$ cat src/rtl/fir_tap_reload_ctrl.sv
// Tap-reload sequencer for a configurable FIR: shadow tap bank, commit-driven
// drain/disable/load/wait-done sequence, and handshake gating of the sample path.
module fir_tap_reload_ctrl #(
  parameter int G_TAPS_LOG2  = 4,
  parameter int G_TAP_WIDTH  = 16,
  parameter int G_DATA_WIDTH = 16
) (
  input  logic                    clk,
  input  logic                    reset,
  input  logic [G_TAPS_LOG2-1:0]  cfg_wr_addr,
  input  logic [G_TAP_WIDTH-1:0]  cfg_wr_data,
  input  logic                    cfg_wr_en,
  input  logic                    cfg_commit,
  output logic                    cfg_busy,
  output logic                    cfg_wr_err,
  output logic                    cfg_loaded,
  output logic [7:0]              cfg_load_count,
  output logic                    fir_enable,
  output logic [G_TAP_WIDTH-1:0]  fir_tap_din,
  output logic                    fir_tap_din_valid,
  input  logic                    fir_tap_din_ready,
  input  logic                    fir_tap_din_done,
  input  logic [G_DATA_WIDTH-1:0] s_din,
  input  logic                    s_din_valid,
  output logic                    s_din_ready,
  output logic [G_DATA_WIDTH-1:0] fir_din,
  output logic                    fir_din_valid,
  input  logic                    fir_din_ready,
  input  logic                    fir_dout_valid,
  input  logic                    fir_dout_ready
);

  localparam int                     T        = 2 ** G_TAPS_LOG2;
  localparam logic [G_TAPS_LOG2-1:0] LAST_IDX = G_TAPS_LOG2'(T - 1);

  typedef enum logic [2:0] {
    ST_UNCONFIG  = 3'd0,
    ST_RUN       = 3'd1,
    ST_DRAIN     = 3'd2,
    ST_DISABLE   = 3'd3,
    ST_LOAD      = 3'd4,
    ST_WAIT_DONE = 3'd5
  } state_t;

  state_t                   state_q, state_d;
  logic                     pending_q, pending_d;
  logic                     outstanding_q, outstanding_d;
  logic [G_TAPS_LOG2-1:0]   load_idx_q, load_idx_d;
  logic                     loaded_q, loaded_d;
  logic [7:0]               load_count_q, load_count_d;
  logic                     wr_err_q, wr_err_d;
  logic [G_TAP_WIDTH-1:0]   bank_q [T];

  logic busy_s;
  logic bank_we_s;
  logic commit_in_reload_s;
  logic din_hs_s;
  logic dout_hs_s;

  assign busy_s             = ((state_q != ST_RUN) && (state_q != ST_UNCONFIG)) || pending_q;
  assign bank_we_s          = cfg_wr_en && !busy_s;
  assign commit_in_reload_s = cfg_commit && ((state_q == ST_DRAIN) || (state_q == ST_DISABLE) ||
                                             (state_q == ST_LOAD)  || (state_q == ST_WAIT_DONE));
  assign din_hs_s           = fir_din_valid && fir_din_ready;
  assign dout_hs_s          = fir_dout_valid && fir_dout_ready;

  assign cfg_busy       = busy_s;
  assign cfg_wr_err     = wr_err_q;
  assign cfg_loaded     = loaded_q;
  assign cfg_load_count = load_count_q;
  assign fir_din        = s_din;
  assign fir_tap_din    = bank_q[load_idx_q];

  // Next-state, sequencing outputs and sample-path gating
  always_comb begin
    state_d           = state_q;
    pending_d         = pending_q;
    load_idx_d        = load_idx_q;
    loaded_d          = loaded_q;
    load_count_d      = load_count_q;
    fir_enable        = 1'b0;
    fir_tap_din_valid = 1'b0;
    fir_din_valid     = 1'b0;
    s_din_ready       = 1'b0;

    case (state_q)
      ST_UNCONFIG: begin
        if (cfg_commit) begin
          state_d  = ST_DISABLE;
          loaded_d = 1'b0;
        end else begin
          state_d  = ST_UNCONFIG;
        end
      end
      ST_RUN: begin
        fir_enable = 1'b1;
        // A pending commit owns this cycle: the path stays closed so nothing new goes in flight
        if (pending_q) begin
          fir_din_valid = 1'b0;
          s_din_ready   = 1'b0;
        end else begin
          fir_din_valid = s_din_valid;
          s_din_ready   = fir_din_ready;
        end
        if (cfg_commit || pending_q) begin
          state_d   = ST_DRAIN;
          pending_d = 1'b0;
        end else begin
          state_d   = ST_RUN;
        end
      end
      ST_DRAIN: begin
        fir_enable = 1'b1;
        if (!outstanding_q) begin
          state_d  = ST_DISABLE;
          loaded_d = 1'b0;
        end else begin
          state_d  = ST_DRAIN;
        end
      end
      ST_DISABLE: begin
        fir_enable = 1'b0;
        load_idx_d = '0;
        state_d    = ST_LOAD;
      end
      ST_LOAD: begin
        fir_enable        = 1'b1;
        fir_tap_din_valid = 1'b1;
        if (fir_tap_din_ready) begin
          if (load_idx_q == LAST_IDX) begin
            load_idx_d = '0;
            state_d    = ST_WAIT_DONE;
          end else begin
            load_idx_d = load_idx_q + G_TAPS_LOG2'(1);
            state_d    = ST_LOAD;
          end
        end else begin
          state_d = ST_LOAD;
        end
      end
      ST_WAIT_DONE: begin
        fir_enable = 1'b1;
        if (fir_tap_din_done) begin
          state_d      = ST_RUN;
          loaded_d     = 1'b1;
          load_count_d = load_count_q + 8'd1;
        end else begin
          state_d      = ST_WAIT_DONE;
        end
      end
      default: begin
        state_d = ST_UNCONFIG;
      end
    endcase

    // Commits arriving mid-reload collapse into a single queued request
    if (commit_in_reload_s) begin
      pending_d = 1'b1;
    end else begin
      pending_d = pending_d;
    end
  end

  // Outstanding-sample flag and dropped-write pulse
  always_comb begin
    outstanding_d = outstanding_q;
    wr_err_d      = cfg_wr_en && busy_s;
    if (din_hs_s) begin
      outstanding_d = 1'b1;
    end else if (dout_hs_s) begin
      outstanding_d = 1'b0;
    end else begin
      outstanding_d = outstanding_q;
    end
  end

  // Control registers
  always_ff @(posedge clk) begin
    if (reset) begin
      state_q       <= ST_UNCONFIG;
      pending_q     <= 1'b0;
      outstanding_q <= 1'b0;
      load_idx_q    <= '0;
      loaded_q      <= 1'b0;
      load_count_q  <= 8'd0;
      wr_err_q      <= 1'b0;
    end else begin
      state_q       <= state_d;
      pending_q     <= pending_d;
      outstanding_q <= outstanding_d;
      load_idx_q    <= load_idx_d;
      loaded_q      <= loaded_d;
      load_count_q  <= load_count_d;
      wr_err_q      <= wr_err_d;
    end
  end

  // Shadow tap bank keeps its contents across reset
  always_ff @(posedge clk) begin
    if (bank_we_s) begin
      bank_q[cfg_wr_addr] <= cfg_wr_data;
    end
  end

endmodule

$ cat config.mk
export PLATFORM = sky130hd
export DESIGN_NAME = fir_tap_reload_ctrl
export DESIGN_NICKNAME = d
export VERILOG_FILES = /design/src/rtl/fir_tap_reload_ctrl.sv
export SDC_FILE = /design/constraint.sdc
export NUM_CORES = 1
export LEC_CHECK = 0
export ABC_AREA = 1
export CAP_MARGIN = 40
export CORE_MARGIN = 3
export CORE_UTILIZATION = 27
export CTS_BUF_LIST = sky130_fd_sc_hd__clkbuf_16
export DETAILED_ROUTE_END_ITERATION = 10
export GPL_TIMING_DRIVEN = 0
export PLACE_DENSITY_LB_ADDON = 0.25
export SETUP_SLACK_MARGIN = 0.05
export SYNTH_ARGS = -nofsm -noshare
export SYNTH_HDL_FRONTEND = slang
export SYNTH_SLANG_ARGS = --single-unit
$ cat constraint.sdc
create_clock -name clk -period 2.1 [get_ports clk]
set_clock_uncertainty 0.05 [all_clocks]
set_input_delay 0.42 -clock clk [delete_from_list [all_inputs] [get_ports clk]]
set_output_delay 0.42 -clock clk [all_outputs]
set_load 0.005 [all_outputs]
**Word-level counts from Yosys, hierarchy flattened**

Memories as Yosys holds them, arrays and structs flattened. A register that Yosys moved wholly into a read port is not among the register bits.
Cells that the tools add are included.

- Add/sub/neg operators: 2
- Eq/ne operators: 11
- Muxes and demuxes: 29
- Reductions and logical operators: 24

Operators with widths:

| cell | number |
|---|---|
| 1-bit two-way mux | 18 |
| 3-bit one-hot mux with 6 select lines | 1 |
| 4-bit two-way mux | 4 |
| 8-bit by 1-bit adder with 8-bit output, second input constant | 1 |
| 2-bit inequality test, second input constant | 4 |
| 4-bit one-hot mux with 2 select lines | 1 |
| 2-bit nonzero test | 4 |
| 3-bit by 2-bit == test with 1-bit output, second input constant | 2 |
| 3-bit == test, second input constant | 2 |
| 1-bit logical AND | 6 |
| 3-bit two-way mux | 2 |
| 2-bit AND reduction | 3 |
| 3-bit nonzero test | 2 |
| 1-bit logical OR | 5 |
| 4-bit by 1-bit adder with 4-bit output, second input constant | 1 |
| 4-bit == test, second input constant | 1 |
| 2-bit two-way mux | 2 |
| 4-bit AND reduction | 1 |
| 4-bit OR reduction | 1 |
| 3-bit by 1-bit == test with 1-bit output, second input constant | 1 |
| 3-bit zero test | 1 |
| 3-bit by 1-bit inequality test with 1-bit output, second input constant | 1 |
| 1-bit one-hot mux with 3 select lines | 1 |
| 1-bit zero test | 1 |

- Flip-flop bits (word level): 19
- RAM bits: 256
- Bits of input ports: 46
- Output and inout port bits: 47
- Word-level logic and storage cells: 74
- Memories kept: 1

Memory list:

| memory | words | bits a word | rd ports | clocked after memory_dff | wr ports | line | source |
|---|---|---|---|---|---|---|---|
| bank_q | 16 | 16 | 1 | 1 | 1 | 52 | `logic [G_TAP_WIDTH-1:0] bank_q [T];` |

**Longest topological paths before layout**

- Depth in word-level cells: 7
- Gate-level depth with buffers: 9
- Mapped depth without buffers: 9

**Worst setup path before layout**

No wires, ideal clock.

- Kind: register to register
- Start: register state_q[2]
- End: memory bank_q[12][0] (enable)
- Library setup time: 0.388 ns
- Arrival time: 1.776 ns
- Required time: 1.662 ns
- Path slack: -0.115 ns
- Cell stages (with the launch flop): 7
- Path buffers: 0
- Period minus slack after synthesis: 2.215 ns
- Cells stage by stage: dfxtp_1 inv_1 ha_1 nand2_1 nor2_1 nand3_1 nor2_1

- Cells in the longest elaborated chain, start to end: 7
- Elaborated cells on any way between the ends: 8
- Classes of those cells: 1 x eq/ne; 2 x mux; 5 x reduce/logical

Ends and longest elaborated chain:

| what | line | source |
|---|---|---|
| from (decl) | 45 | `state_t state_q, state_d;` |
| from (signal assigned) | 188 | `state_q <= state_d;` |
| 3-bit by 1-bit inequality test with 1-bit output / 3-bit nonzero test (equally long branches) | 60 | `assign busy_s = ((state_q != ST_RUN) && (state_q != ST_UNCONFIG)) \|\| pending_q;` |
| 1-bit logical AND * | 60 |  |
| 1-bit logical OR * | 60 |  |
| via cfg_busy | 14 | `output logic cfg_busy,` |
| 1-bit zero test * | 61 | `assign bank_we_s = cfg_wr_en && !busy_s;` |
| 1-bit logical AND * | 61 |  |
| 1-bit two-way mux * | 200 | `if (bank_we_s) begin` |
| 1-bit two-way mux (not written as such) * | 201 | `bank_q[cfg_wr_addr] <= cfg_wr_data;` |
| to (decl) | 52 |  |

The timed path passes the listed nets; every way through them passes the cells marked *.

==> results_dict.tcl <==
set metrics [dict create \
    status "finished, violations left" \
    failed_checks "negative setup slack" \
    synth_area_leader_cell "edfxtp_1" \
    cp.arrival_ns 2.07 \
    required_ns 1.63 \
    holdCritPathClass "in -> reg" \
    clockPowerShare_pct 34.7 \
    drive_gt1_share_pct 23.78 \
    setup_viol 17 \
    synth_seq_cells 279 \
    grt_usage_pct 14.71 \
    start_util_pct 27.61 \
    wl_per_cell_um 20.13 \
    synthCells 1006 \
    finalWirelength_um 35570 \
    critical_path_class "reg -> out" \
    grt_max_degree 17 \
    drv_cap 0 \
    cts_max_level 1 \
    die_h_um 214.3 \
    vias_per_cell 4.698 \
    sw_frac_of_total_pct 26.70 \
    p_sw_mw 3.600 \
    cts_tree "built" \
    core-area_um2 42420 \
    areaGrowthSynthToFinish_pct 33.36 \
    port_buffers 75 \
    overflow 0 \
    gp_congestion 0.8398 \
    hold_slack_ns 0.2107 \
    critPathLaunchType "flip-flop" \
    syn-num-nets 1057 \
    crit_path_end_kind "primary output" \
    worst_r2r_path_depth 9 \
    clock-sinks 279 \
    finalHoldViolations 0 \
    maxSlewViolCount 0 \
    setup-tns-final_ns -6.148 \
    worstSkewPairLatency_ns 0.56 \
    place_area_um2 13490 \
    yosysTopAreaCellShare_pct 65.63 \
    irDropWorstVdd_v 0.0007332 \
    grt_pass1_vias 7958 \
    numCtsBuffers 29 \
    clk_pin_slew_ns 0.06 \
    first_pass_iters 5 \
    hold_path_depth 2 \
    path_max_fanout 10 \
    fmax_mhz 393.9 \
    diodes 0 \
    synth_area_leaders "edfxtp_1 (66%), inv_1 (4.9%), o211ai_1 (4.6%)" \
    yosysUniqueCellTypes 25 \
    drt_iter0_markers 739 \
    design_area_um2 15620 \
    route.detailed.drc 0 \
    tightest_slew_ns 0.8937 \
    num_rows 75 \
    ant_nets 0 \
    setup_ws_ns -0.4390 \
    dp_hpwl_um 22940 \
    rsz0062_at_grt "yes" \
    synth_area_per_cell_um2 11.64 \
    slew-limit-headroom_pct 40.23 \
    die_x_um 214.3 \
    yosysSeqAreaShare_pct 69.57 \
    dr_total_vias 8302 \
    netlist_area_um2 11710 \
    cts-root-buf "clkbuf_16" \
    clk_path_buf_depth 3 \
    post-route-min-period_ns 2.539 \
    ios 93 \
    final_nets 1219 \
    antenna_found_initial 0 \
    cts_hold_buf 0 \
    die_area_um2 45910 \
    final_util_pct 36.83 \
    finalCritPeriodShare_pct 120.9 \
    leakage_nw 5.628 \
    power_frac_comb_pct 19.0 \
    p_int_mw 9.884 \
    yosysWarnings 0 \
    power_density_nw_per_um2 863.2 \
    seq_power_share_pct 46.3 \
    grt_pass1_wl_um 51140 \
]
[metrics by stage]
step,cells,setup slack [ns],power [mW]
global route,1767,-0.5094,14.03
finish,1767,-0.4390,13.48
CTS,1759,-0.4650,13.41
detailed placement,1675,-0.8613,8.253
global placement,1658,-1.476,8.209
floorplan,1006,-0.1147,7.351
[cells by family after synthesis]
kind of cell / synth area share (%)
compound gates: 10.22
xor+xnor: 0.07479
fa+ha+maj: 0.5341
buf+inv: 8.717
flops: 69.57
simple gates: 10.89
[placed cells by master, fill, tap and decap left out, types with 19 or more instances in the layout]
cell,count
clkdlybuf4s50_1,54
buf_2,23
buf_8,20
nand3_1,72
clkbuf_16,34
nand2_1,117
nor2_4,19
a21oi_1,51
nor2_1,23
buf_4,42
o211ai_1,72
nand3_2,31
inv_1,164
buf_12,25
edfxtp_1,256
o21ai_1,37
o21ai_0,23
[timing repair]
action | 4_1_cts | 5_1_grt
endpoints found under the setup margin | 277 | 229
pin swaps | 106 | 41
setup buffers | 30 | 4
gates resized for setup | 310 | 36
cloned | 5 | 4
[worst max-delay path, cell delays in order (launching register included)]
cell      delay, ns
dfxtp_4        0.36
buf_12         0.15
buf_12         0.15
buf_12         0.14
o211ai_1       0.20
nand3_1        0.18
nand3_2        0.10
nand2_2        0.09
buf_2          0.14
[routing by layer]
metal  global-route usage [%]  part of all wire [%]  vias to the layer above
met4                    4.901                   3.0                        0
li1                         -                     -                     3847
met3                    1.913                   6.2                       56
met2                    24.22                    47                      290
met5                        0                     0                        -
met1                    20.14                    44                     4109
[synthesized netlist by cell type]
| master | n |
|---|---|
| edfxtp_1 | 256 |
| inv_1 | 154 |
| nand2_1 | 136 |
| nand3_1 | 105 |
| o211ai_1 | 72 |
| a21oi_1 | 69 |
| o21ai_0 | 61 |
| nor2_1 | 42 |
| dfxtp_1 | 23 |
| buf_4 | 19 |
| buf_2 | 18 |
| clkbuf_1 | 13 |
| buf_6 | 12 |
| buf_1 | 6 |
| ha_1 | 5 |
| nand4_1 | 4 |
| nor3_1 | 3 |
| a31oi_1 | 1 |
| inv_2 | 1 |
| nand2_2 | 1 |
| nand4_2 | 1 |
| nor3_2 | 1 |
| or2_2 | 1 |
| or3_1 | 1 |
| xor2_1 | 1 |
[power by group through the flow]
stage / Clock [mW] / Sequential (mW) / Combinational, mW
after floorplan: 0 / 6.34 / 1.01
after global placement: 0 / 6.36 / 1.85
after detailed placement: 0 / 6.36 / 1.90
after CTS: 4.78 / 6.25 / 2.38
after global routing: 5.02 / 6.25 / 2.76
final: 4.68 / 6.24 / 2.56
[final cells by class]
type | instances | area, um^2
Buffer | 66 | 715.7
Inverter | 155 | 589.3
Tap cell | 577 | 721.9
Fill cell | 4156 | 26800
Multi-Input combinational cell | 504 | 3024
Sequential cell | 279 | 8165
Clock inverter | 23 | 106.4
Timing Repair Buffer | 133 | 1546
Clock buffer | 30 | 750.7
[path summary, 6_finish.rpt]
check | startpoint | to | slack (ns)
worst max register to register | state_q[1] | bank_q[14][9] | 0.09
worst min-delay path | reset | cfg_wr_err | 0.21
worst max-delay path | flip-flop | fir_tap_din[0] | -0.44
worst min register to register | cfg_loaded | cfg_loaded | 0.41
[state kept, by name (all words and copies together) (netlist names), named ones only]
register,count
outstanding_q,1
cfg_load_count,8
load_idx_q,4
pending_q,1
cfg_wr_err,1
cfg_loaded,1
state_q,3
bank_q,256
Power figures use the tool's default switching activity.
